`src/rtl/ov7670_pkg.sv`:
```
// Shared types and constants for the OV7670 SCCB write scheduler.
package ov7670_pkg;

    typedef enum logic [3:0] {
        POWERUP,
        FETCH,
        IDLE,
        LOAD,
        STROBE,
        WAIT_BUSY,
        WAIT_IDLE,
        GAP,
        ERROR
    } sccb_state_t;

    localparam logic [7:0]  OV7670_COM7      = 8'h12;
    localparam int          COM7_SRESET_BIT  = 7;
    localparam logic [15:0] INIT_END         = 16'hFFFF;
    localparam logic [7:0]  DEV_ADDR_DEFAULT = 8'h42;
    localparam int          TIMER_W          = 24;

    // A COM7 write with the reset bit set restarts the sensor and needs a long settle.
    function automatic logic is_soft_reset(input logic [7:0] reg_addr, input logic [7:0] reg_val);
        return (reg_addr == OV7670_COM7) && reg_val[COM7_SRESET_BIT];
    endfunction

endpackage

```
`src/rtl/sccb_write_scheduler_if.sv`:
```
// Byte-level link between the write scheduler and the shared SCCB byte engine.
//
// Handshake: the scheduler presents byte_data/byte_last and pulses byte_strobe
// for exactly one cycle to start a byte. The engine raises byte_busy while the
// byte is on the wire and drops it when done; the scheduler holds byte_data and
// byte_last stable and issues no new strobe until busy has risen and fallen.
interface sccb_write_scheduler_if;
    logic [7:0] byte_data;
    logic       byte_strobe;
    logic       byte_last;
    logic       byte_busy;

    modport master (
        output byte_data,
        output byte_strobe,
        output byte_last,
        input  byte_busy
    );

    modport slave (
        input  byte_data,
        input  byte_strobe,
        input  byte_last,
        output byte_busy
    );
endinterface

```
`src/rtl/sccb_delay_timer.sv`:
```
// Loadable down-counter that saturates at zero; one instance serves the
// power-up hold, the inter-write gap and the engine timeout.
module sccb_delay_timer #(
    parameter int             W         = 24,
    parameter logic [W-1:0]   RESET_VAL = '0
) (
    input  logic         clk,
    input  logic         reset_n,
    input  logic         load,
    input  logic [W-1:0] load_val,
    input  logic         dec,
    output logic [W-1:0] value,
    output logic         zero
);

    logic [W-1:0] cnt_q;

    // Load has priority over decrement; decrement stops at zero.
    always_ff @(posedge clk or negedge reset_n) begin
        if (!reset_n) begin
            cnt_q <= RESET_VAL;
        end else if (load) begin
            cnt_q <= load_val;
        end else if (dec && (cnt_q != '0)) begin
            cnt_q <= cnt_q - 1'b1;
        end
    end

    assign value = cnt_q;
    assign zero  = (cnt_q == '0);

endmodule

```
`src/rtl/sccb_write_scheduler.sv`:
```
// Sequences OV7670 register writes (init ROM replay, then host writes) as
// 3-byte SCCB phases through the shared byte engine.
module sccb_write_scheduler
    import ov7670_pkg::*;
#(
    parameter logic [7:0] DEV_ADDR      = DEV_ADDR_DEFAULT,
    parameter int         ROM_AW        = 8,
    parameter int         POWERUP_TICKS = 6000000,
    parameter int         GAP_TICKS     = 10,
    parameter int         SETTLE_TICKS  = 500000,
    parameter int         TIMEOUT_TICKS = 65535
) (
    input  logic                clk,
    input  logic                reset_n,
    output logic [ROM_AW-1:0]   rom_addr,
    input  logic [15:0]         rom_data,
    input  logic                host_req_valid,
    output logic                host_req_ready,
    input  logic [7:0]          host_reg,
    input  logic [7:0]          host_val,
    sccb_write_scheduler_if.master bus,
    output logic                init_done,
    output logic                busy,
    output logic                error,
    output sccb_state_t         state_dbg,
    output logic [TIMER_W-1:0]  delay_dbg
);

    localparam logic [TIMER_W-1:0] POWERUP_LOAD = TIMER_W'(POWERUP_TICKS);
    localparam logic [TIMER_W-1:0] GAP_LOAD     = TIMER_W'(GAP_TICKS);
    localparam logic [TIMER_W-1:0] SETTLE_LOAD  = TIMER_W'(SETTLE_TICKS);
    localparam logic [TIMER_W-1:0] TIMEOUT_LOAD = TIMER_W'(TIMEOUT_TICKS);
    localparam logic [1:0]         LAST_IDX     = 2'd2;

    sccb_state_t          state_q, state_d;
    logic                 tmr_load, tmr_dec, tmr_zero;
    logic [TIMER_W-1:0]   tmr_load_val, tmr_value;
    logic [1:0]           byte_idx_q;
    logic [7:0]           cur_reg_q, cur_val_q;
    logic [7:0]           byte_data_q;
    logic                 byte_last_q;
    logic                 rom_exhausted_q;
    logic                 fetch_end;
    logic [TIMER_W-1:0]   gap_load_val;

    sccb_delay_timer #(
        .W         (TIMER_W),
        .RESET_VAL (POWERUP_LOAD)
    ) u_timer (
        .clk      (clk),
        .reset_n  (reset_n),
        .load     (tmr_load),
        .load_val (tmr_load_val),
        .dec      (tmr_dec),
        .value    (tmr_value),
        .zero     (tmr_zero)
    );

    // Init ends on the end marker, or once the last ROM address has been sent.
    assign fetch_end    = (rom_data == INIT_END) || rom_exhausted_q;
    assign gap_load_val = is_soft_reset(cur_reg_q, cur_val_q) ? SETTLE_LOAD : GAP_LOAD;

    // State register.
    always_ff @(posedge clk or negedge reset_n) begin
        if (!reset_n) begin
            state_q <= POWERUP;
        end else begin
            state_q <= state_d;
        end
    end

    // Next-state and timer control; a delay of N spends N+1 cycles in its state.
    always_comb begin
        state_d      = state_q;
        tmr_load     = 1'b0;
        tmr_load_val = '0;
        tmr_dec      = 1'b0;
        case (state_q)
            POWERUP: begin
                if (tmr_zero) state_d = FETCH;
                else          tmr_dec = 1'b1;
            end
            FETCH: begin
                state_d = fetch_end ? IDLE : LOAD;
            end
            IDLE: begin
                if (host_req_valid) state_d = LOAD;
            end
            LOAD: begin
                state_d = STROBE;
            end
            STROBE: begin
                state_d      = WAIT_BUSY;
                tmr_load     = 1'b1;
                tmr_load_val = TIMEOUT_LOAD;
            end
            WAIT_BUSY: begin
                if (bus.byte_busy) begin
                    state_d      = WAIT_IDLE;
                    tmr_load     = 1'b1;
                    tmr_load_val = TIMEOUT_LOAD;
                end else if (tmr_zero) begin
                    state_d = ERROR;
                end else begin
                    tmr_dec = 1'b1;
                end
            end
            WAIT_IDLE: begin
                if (!bus.byte_busy) begin
                    if (byte_idx_q == LAST_IDX) begin
                        state_d      = GAP;
                        tmr_load     = 1'b1;
                        tmr_load_val = gap_load_val;
                    end else begin
                        state_d = LOAD;
                    end
                end else if (tmr_zero) begin
                    state_d = ERROR;
                end else begin
                    tmr_dec = 1'b1;
                end
            end
            GAP: begin
                if (tmr_zero) state_d = init_done ? IDLE : FETCH;
                else          tmr_dec = 1'b1;
            end
            ERROR: begin
                state_d = ERROR;
            end
            default: begin
                state_d = ERROR;
            end
        endcase
    end

    // Write datapath: current register/value, byte index, ROM pointer and output bytes.
    always_ff @(posedge clk or negedge reset_n) begin
        if (!reset_n) begin
            rom_addr        <= '0;
            rom_exhausted_q <= 1'b0;
            init_done       <= 1'b0;
            byte_idx_q      <= 2'd0;
            cur_reg_q       <= 8'h00;
            cur_val_q       <= 8'h00;
            byte_data_q     <= 8'h00;
            byte_last_q     <= 1'b0;
        end else begin
            case (state_q)
                FETCH: begin
                    cur_reg_q  <= rom_data[15:8];
                    cur_val_q  <= rom_data[7:0];
                    byte_idx_q <= 2'd0;
                    if (fetch_end) init_done <= 1'b1;
                end
                IDLE: begin
                    if (host_req_valid) begin
                        cur_reg_q  <= host_reg;
                        cur_val_q  <= host_val;
                        byte_idx_q <= 2'd0;
                    end
                end
                LOAD: begin
                    case (byte_idx_q)
                        2'd0: begin
                            byte_data_q <= DEV_ADDR;
                            byte_last_q <= 1'b0;
                        end
                        2'd1: begin
                            byte_data_q <= cur_reg_q;
                            byte_last_q <= 1'b0;
                        end
                        default: begin
                            byte_data_q <= cur_val_q;
                            byte_last_q <= 1'b1;
                        end
                    endcase
                end
                WAIT_IDLE: begin
                    if (!bus.byte_busy && (byte_idx_q != LAST_IDX)) begin
                        byte_idx_q <= byte_idx_q + 2'd1;
                    end
                end
                GAP: begin
                    if (tmr_zero && !init_done) begin
                        if (rom_addr == {ROM_AW{1'b1}}) rom_exhausted_q <= 1'b1;
                        else                            rom_addr        <= rom_addr + 1'b1;
                    end
                end
                default: begin
                end
            endcase
        end
    end

    assign bus.byte_data   = byte_data_q;
    assign bus.byte_last   = byte_last_q;
    assign bus.byte_strobe = (state_q == STROBE);
    assign host_req_ready  = (state_q == IDLE);
    assign busy            = (state_q != IDLE);
    assign error           = (state_q == ERROR);
    assign state_dbg       = state_q;
    assign delay_dbg       = tmr_value;

endmodule

```
`src/flat_wrapper.sv`:
```
// flat-port wrapper written by rule: the top's interface ports become plain ports
module sccb_write_scheduler_flat import ov7670_pkg::*;
#(
    parameter logic [7:0] DEV_ADDR      = DEV_ADDR_DEFAULT,
    parameter int         ROM_AW        = 8,
    parameter int         POWERUP_TICKS = 6000000,
    parameter int         GAP_TICKS     = 10,
    parameter int         SETTLE_TICKS  = 500000,
    parameter int         TIMEOUT_TICKS = 65535
)
  (clk, reset_n, rom_addr, rom_data, host_req_valid, host_req_ready, host_reg, host_val, init_done, busy, error, state_dbg, delay_dbg, bus_byte_data, bus_byte_strobe, bus_byte_last, bus_byte_busy);
  sccb_write_scheduler_if bus_i ();
  input  logic clk;
  input  logic reset_n;
  output logic [ROM_AW-1:0] rom_addr;
  input  logic [15:0] rom_data;
  input  logic host_req_valid;
  output logic host_req_ready;
  input  logic [7:0] host_reg;
  input  logic [7:0] host_val;
  output logic init_done;
  output logic busy;
  output logic error;
  output sccb_state_t state_dbg;
  output logic [TIMER_W-1:0] delay_dbg;
  output wire logic [$bits(bus_i.byte_data)-1:0] bus_byte_data;
  output wire logic [$bits(bus_i.byte_strobe)-1:0] bus_byte_strobe;
  output wire logic [$bits(bus_i.byte_last)-1:0] bus_byte_last;
  input wire logic [$bits(bus_i.byte_busy)-1:0] bus_byte_busy;
  assign bus_byte_data = bus_i.byte_data;
  assign bus_byte_strobe = bus_i.byte_strobe;
  assign bus_byte_last = bus_i.byte_last;
  assign bus_i.byte_busy = bus_byte_busy;
  sccb_write_scheduler #(.DEV_ADDR(DEV_ADDR), .ROM_AW(ROM_AW), .POWERUP_TICKS(POWERUP_TICKS), .GAP_TICKS(GAP_TICKS), .SETTLE_TICKS(SETTLE_TICKS), .TIMEOUT_TICKS(TIMEOUT_TICKS)) u_core (.clk(clk), .reset_n(reset_n), .rom_addr(rom_addr), .rom_data(rom_data), .host_req_valid(host_req_valid), .host_req_ready(host_req_ready), .host_reg(host_reg), .host_val(host_val), .bus(bus_i), .init_done(init_done), .busy(busy), .error(error), .state_dbg(state_dbg), .delay_dbg(delay_dbg));
endmodule
```
`config.mk`:
```
export PLATFORM = sky130hd
export DESIGN_NAME = sccb_write_scheduler_flat
export DESIGN_NICKNAME = d
export VERILOG_FILES = /design/src/rtl/ov7670_pkg.sv /design/src/rtl/sccb_write_scheduler_if.sv /design/src/rtl/sccb_delay_timer.sv /design/src/rtl/sccb_write_scheduler.sv /design/src/flat_wrapper.sv
export SDC_FILE = /design/constraint.sdc
export NUM_CORES = 1
export LEC_CHECK = 0
export ABC_AREA = 1
export ABC_CLOCK_PERIOD_IN_PS = 2100
export BUFFER_PORTS_ARGS = -buffer_cell sky130_fd_sc_hd__buf_4
export CORE_MARGIN = 5
export CORE_UTILIZATION = 50
export CTS_BUF_LIST = sky130_fd_sc_hd__clkbuf_8 sky130_fd_sc_hd__clkbuf_16
export DETAILED_ROUTE_END_ITERATION = 10
export PLACE_DENSITY = 0.74
export SYNTH_ARGS = -nofsm -noshare
export SYNTH_HDL_FRONTEND = slang
export SYNTH_SLANG_ARGS = --single-unit
```
`constraint.sdc`:
```
create_clock -name clk -period 2.1 [get_ports clk]
set_clock_uncertainty 0.05 [all_clocks]
set_input_delay 0.315 -clock clk [delete_from_list [all_inputs] [get_ports clk]]
set_output_delay 0.315 -clock clk [all_outputs]
set_load 0.005 [all_outputs]
```
==> metrics.md <==
| Metric | Value |
|---|---|
| Status | `completed` |
| CTS Root Cell | `clkbuf_8` |
| Crit start category | `flop` |
| Final WL | `10900 µm` |
| Sink Count | `65` |
| Initial Util | `51.8%` |
| Adder-cell share of the synthesized area | `1.55%` |
| Final instance area | `0.00509 mm²` |
| Die Y-Extent | `99.7 µm` |
| Largest family of logic cells by synthesized area | `simple AND/OR/NAND/NOR gates` |
| Syn Nets | `596` |
| Grt total ovfl | `0` |
| Vias in the first global route | `4052` |
| Slew HR | `53.1%` |
| CTS H-Tree Depth | `3` |
| Layout Cells excl Fill | `760` |
| Num CTS Buffers | `9` |
| Worst-path clk slew | `80 ps` |
| Tmin final | `2000 ps` |
| Hold/Removal Path Class | `in -> reg` |
| Max Buffers Root-to-Sink | `2` |
| Synth-to-Final Area Change | `26.5%` |
| Critical-path cell list | `nor2_1, nand2_2, buf_4, inv_2, buf_4` |
| CTS tree | `done` |
| First-iteration detailed-routing DRC count | `119` |
| Seq/Total Area, Yosys | `40.7%` |
| Max-cap violations | `0` |
| Leak Pwr | `0.00254 µW` |
| Required time of the critical path | `1740 ps` |
| Synth Cell Area | `0.00402 mm²` |
| Complex-gate fraction of the synthesized area | `11.9%` |
| Initial antenna violation count | `0` |
| Maximum vdd drop | `0.294 mV` |
| First-pass GRT wire length | `18600 µm` |
| Rows | `32` |
| Routability cong. | `0.909` |
| P per Cell Area | `502 mW/mm²` |
| Number of vias per cell | `5.28` |
| Wire length per cell | `14.3 µm` |
| Hpwl dp | `8310 µm` |
| Worst hold slack | `177 ps` |
| Max Freq | `500 MHz` |
| Via count | `4011` |
| Final setup viols | `0` |
| Synth Instances | `555` |
| Unique masters post-synth | `38` |
| Post-DP Area | `0.00481 mm²` |
| Bufs and invs on worst path | `3` |
| Ports | `86` |
| Async SR Flop Fraction | `100%` |
| Max stage delay cell, worst path | `dfrtp_1` |
| Fin. Hold Viols | `0` |
| Uppermost layer routed | `met4` |
| WP data arrival | `1640 ps` |
| Initial DRT Pass Iterations | `5` |
| Met3 WL | `744 µm` |
| Avg Cell Area, Syn | `7.25 µm²` |
| Top FF cell, synth | `dfrtp_1` |
| # diodes | `0` |
| Post-synth EDFFs | `0` |
| Share of post-route cells with drive strength above 1 | `24.0%` |
| M1 WL | `4550 µm` |
| Max FO, Critical Path | `20` |
| Flops & latches, synth | `65` |
| Core area | `0.00777 mm²` |
| Worst skew pair latency | `350 ps` |
| Cell family contributing the most delay on the critical path | `buffers and inverters` |
| Number of routed nets with antenna violations | `0` |
| Met2 wire len | `5240 µm` |
| Final Max Tran Viols | `0` |
| Part of the cycle the worst path needs | `95.3%` |
| WS Path Type | `reg -> out` |
| Critical Path Max Stage Delay | `430 ps` |
| Port Buffers | `85` |
| Area share of xor/xnor cells in the synthesized design | `3.26%` |
| Die ar. | `0.00994 mm²` |
| Crit. End Element | `primary output` |
| YS warnings | `0` |
| Largest net degree at the start of global routing | `39` |
| Placed insts | `741` |
| GRT Resource Usage Total | `23.1%` |
| DRC viols | `0` |
| Mux share of post-synthesis cell area | `0%` |
| Worst-Margin Slew | `701 ps` |
| TNS Setup | `0 ps` |
| # nets final | `695` |
| Die width | `99.7 µm` |
| Cell mode on critical path | `buf_4` |
| Simple-gate share of the synthesized area | `34.5%` |
sequential cells by signal, indices dropped and copies added, names as in the netlist:
signal,count
u_core.u_timer.value,24
u_core.byte_idx_q,2
u_core.cur_reg_q,8
u_core.state_dbg,4
u_core.rom_exhausted_q,1
u_core.cur_val_q,8
u_core.init_done,1
u_core.bus.byte_last,1
u_core.bus.byte_data,8
u_core.rom_addr,8
routing by layer:
layer	up-vias	GRT usage [%]
li1	1997	-
met1	1826	29.7
met2	156	37.3
met3	32	4.63
met4	0	10.6
met5	-	0
timing repair:
item,4_1_cts,5_1_grt
hold endpoints to repair,19,0
gates resized for setup,0,1
hold buffers,1,0
buffers inserted,0,3
endpoints found under the setup margin,0,21
stage by stage:
step                worst slack (ps)  util, %  power, µW
floorplan                        310        -       1290
global placement                 187     61.9       1380
detailed placement               133     61.9       1380
CTS                             70.7     64.8       2570
global route                   -5.52     65.5       2640
finish                          98.8     65.5       2560
worst min-delay path, cell delays in order:
cell and delay (ps):
buf_4 110, nand2_1 50, a31oi_1 70
final cells by class:
| class | instances | area (µm²) |
|---|---|---|
| clock inverter | 5 | 80.1 |
| timing repair buffer | 101 | 798 |
| fill | 718 | 2680 |
| tap | 102 | 128 |
| inverter | 61 | 236 |
| clock buffer | 10 | 138 |
| multi-input combinational | 416 | 2070 |
| sequential | 65 | 1640 |
Yosys cell counts, types with 8 or more instances:
library cell	n	area, µm²
nand2_1	163	612
nor2_1	79	297
dfrtp_1	55	1380
inv_1	53	199
nand3_1	31	155
a21oi_1	18	90.1
o21ai_0	17	85.1
a31oi_1	16	100
nand4_1	15	93.8
o21ai_1	15	75.1
dfstp_2	10	263
buf_2	8	40.0
xor2_1	8	70.1
cells in the final DEF (no fill, tap or decap), types with 6 or more instances in the layout:
cell,instances
nand2_1,163
buf_4,97
nor2_1,79
dfrtp_1,55
inv_1,53
nand3_1,31
a21oi_1,18
o21ai_0,17
a31oi_1,16
nand4_1,15
o21ai_1,15
clkbuf_8,10
dfstp_2,10
xor2_1,8
inv_2,7
nor2_2,7
xnor2_1,7
o22ai_1,6
cell families (layout without fill, tap and decap cells):
kind of cell	after synthesis	count (layout)
fa+ha+maj	5	5
simple gates	315	315
buf+inv	74	177
compound gates	81	81
xor+xnor	15	15
flops	65	65
path summary, 6_finish.rpt:
check	startpoint	end	slack, ps	cells after the start
worst max-delay path	u_core.state_dbg[2]	host_req_ready	100	5
worst min-delay path	host_val[0]	u_core.cur_val_q[0]	180	3
worst max register to register	u_core.u_timer.value[0]	u_core.u_timer.value[14]	160	10
worst min register to register	u_core.bus.byte_last	u_core.bus.byte_last	430	2
max in group asynchronous	reset_n	u_core.u_timer.value[11]	1010	3
min in group asynchronous	reset_n	u_core.u_timer.value[9]	380	2
power breakdown:
part | switching [µW] | internal, µW
clock network | 511 | 692
registers | 0 | 1250
logic | 49.5 | 52.1
total | 561 | 2000
No activity file was read; power rests on OpenSTA's default activity.
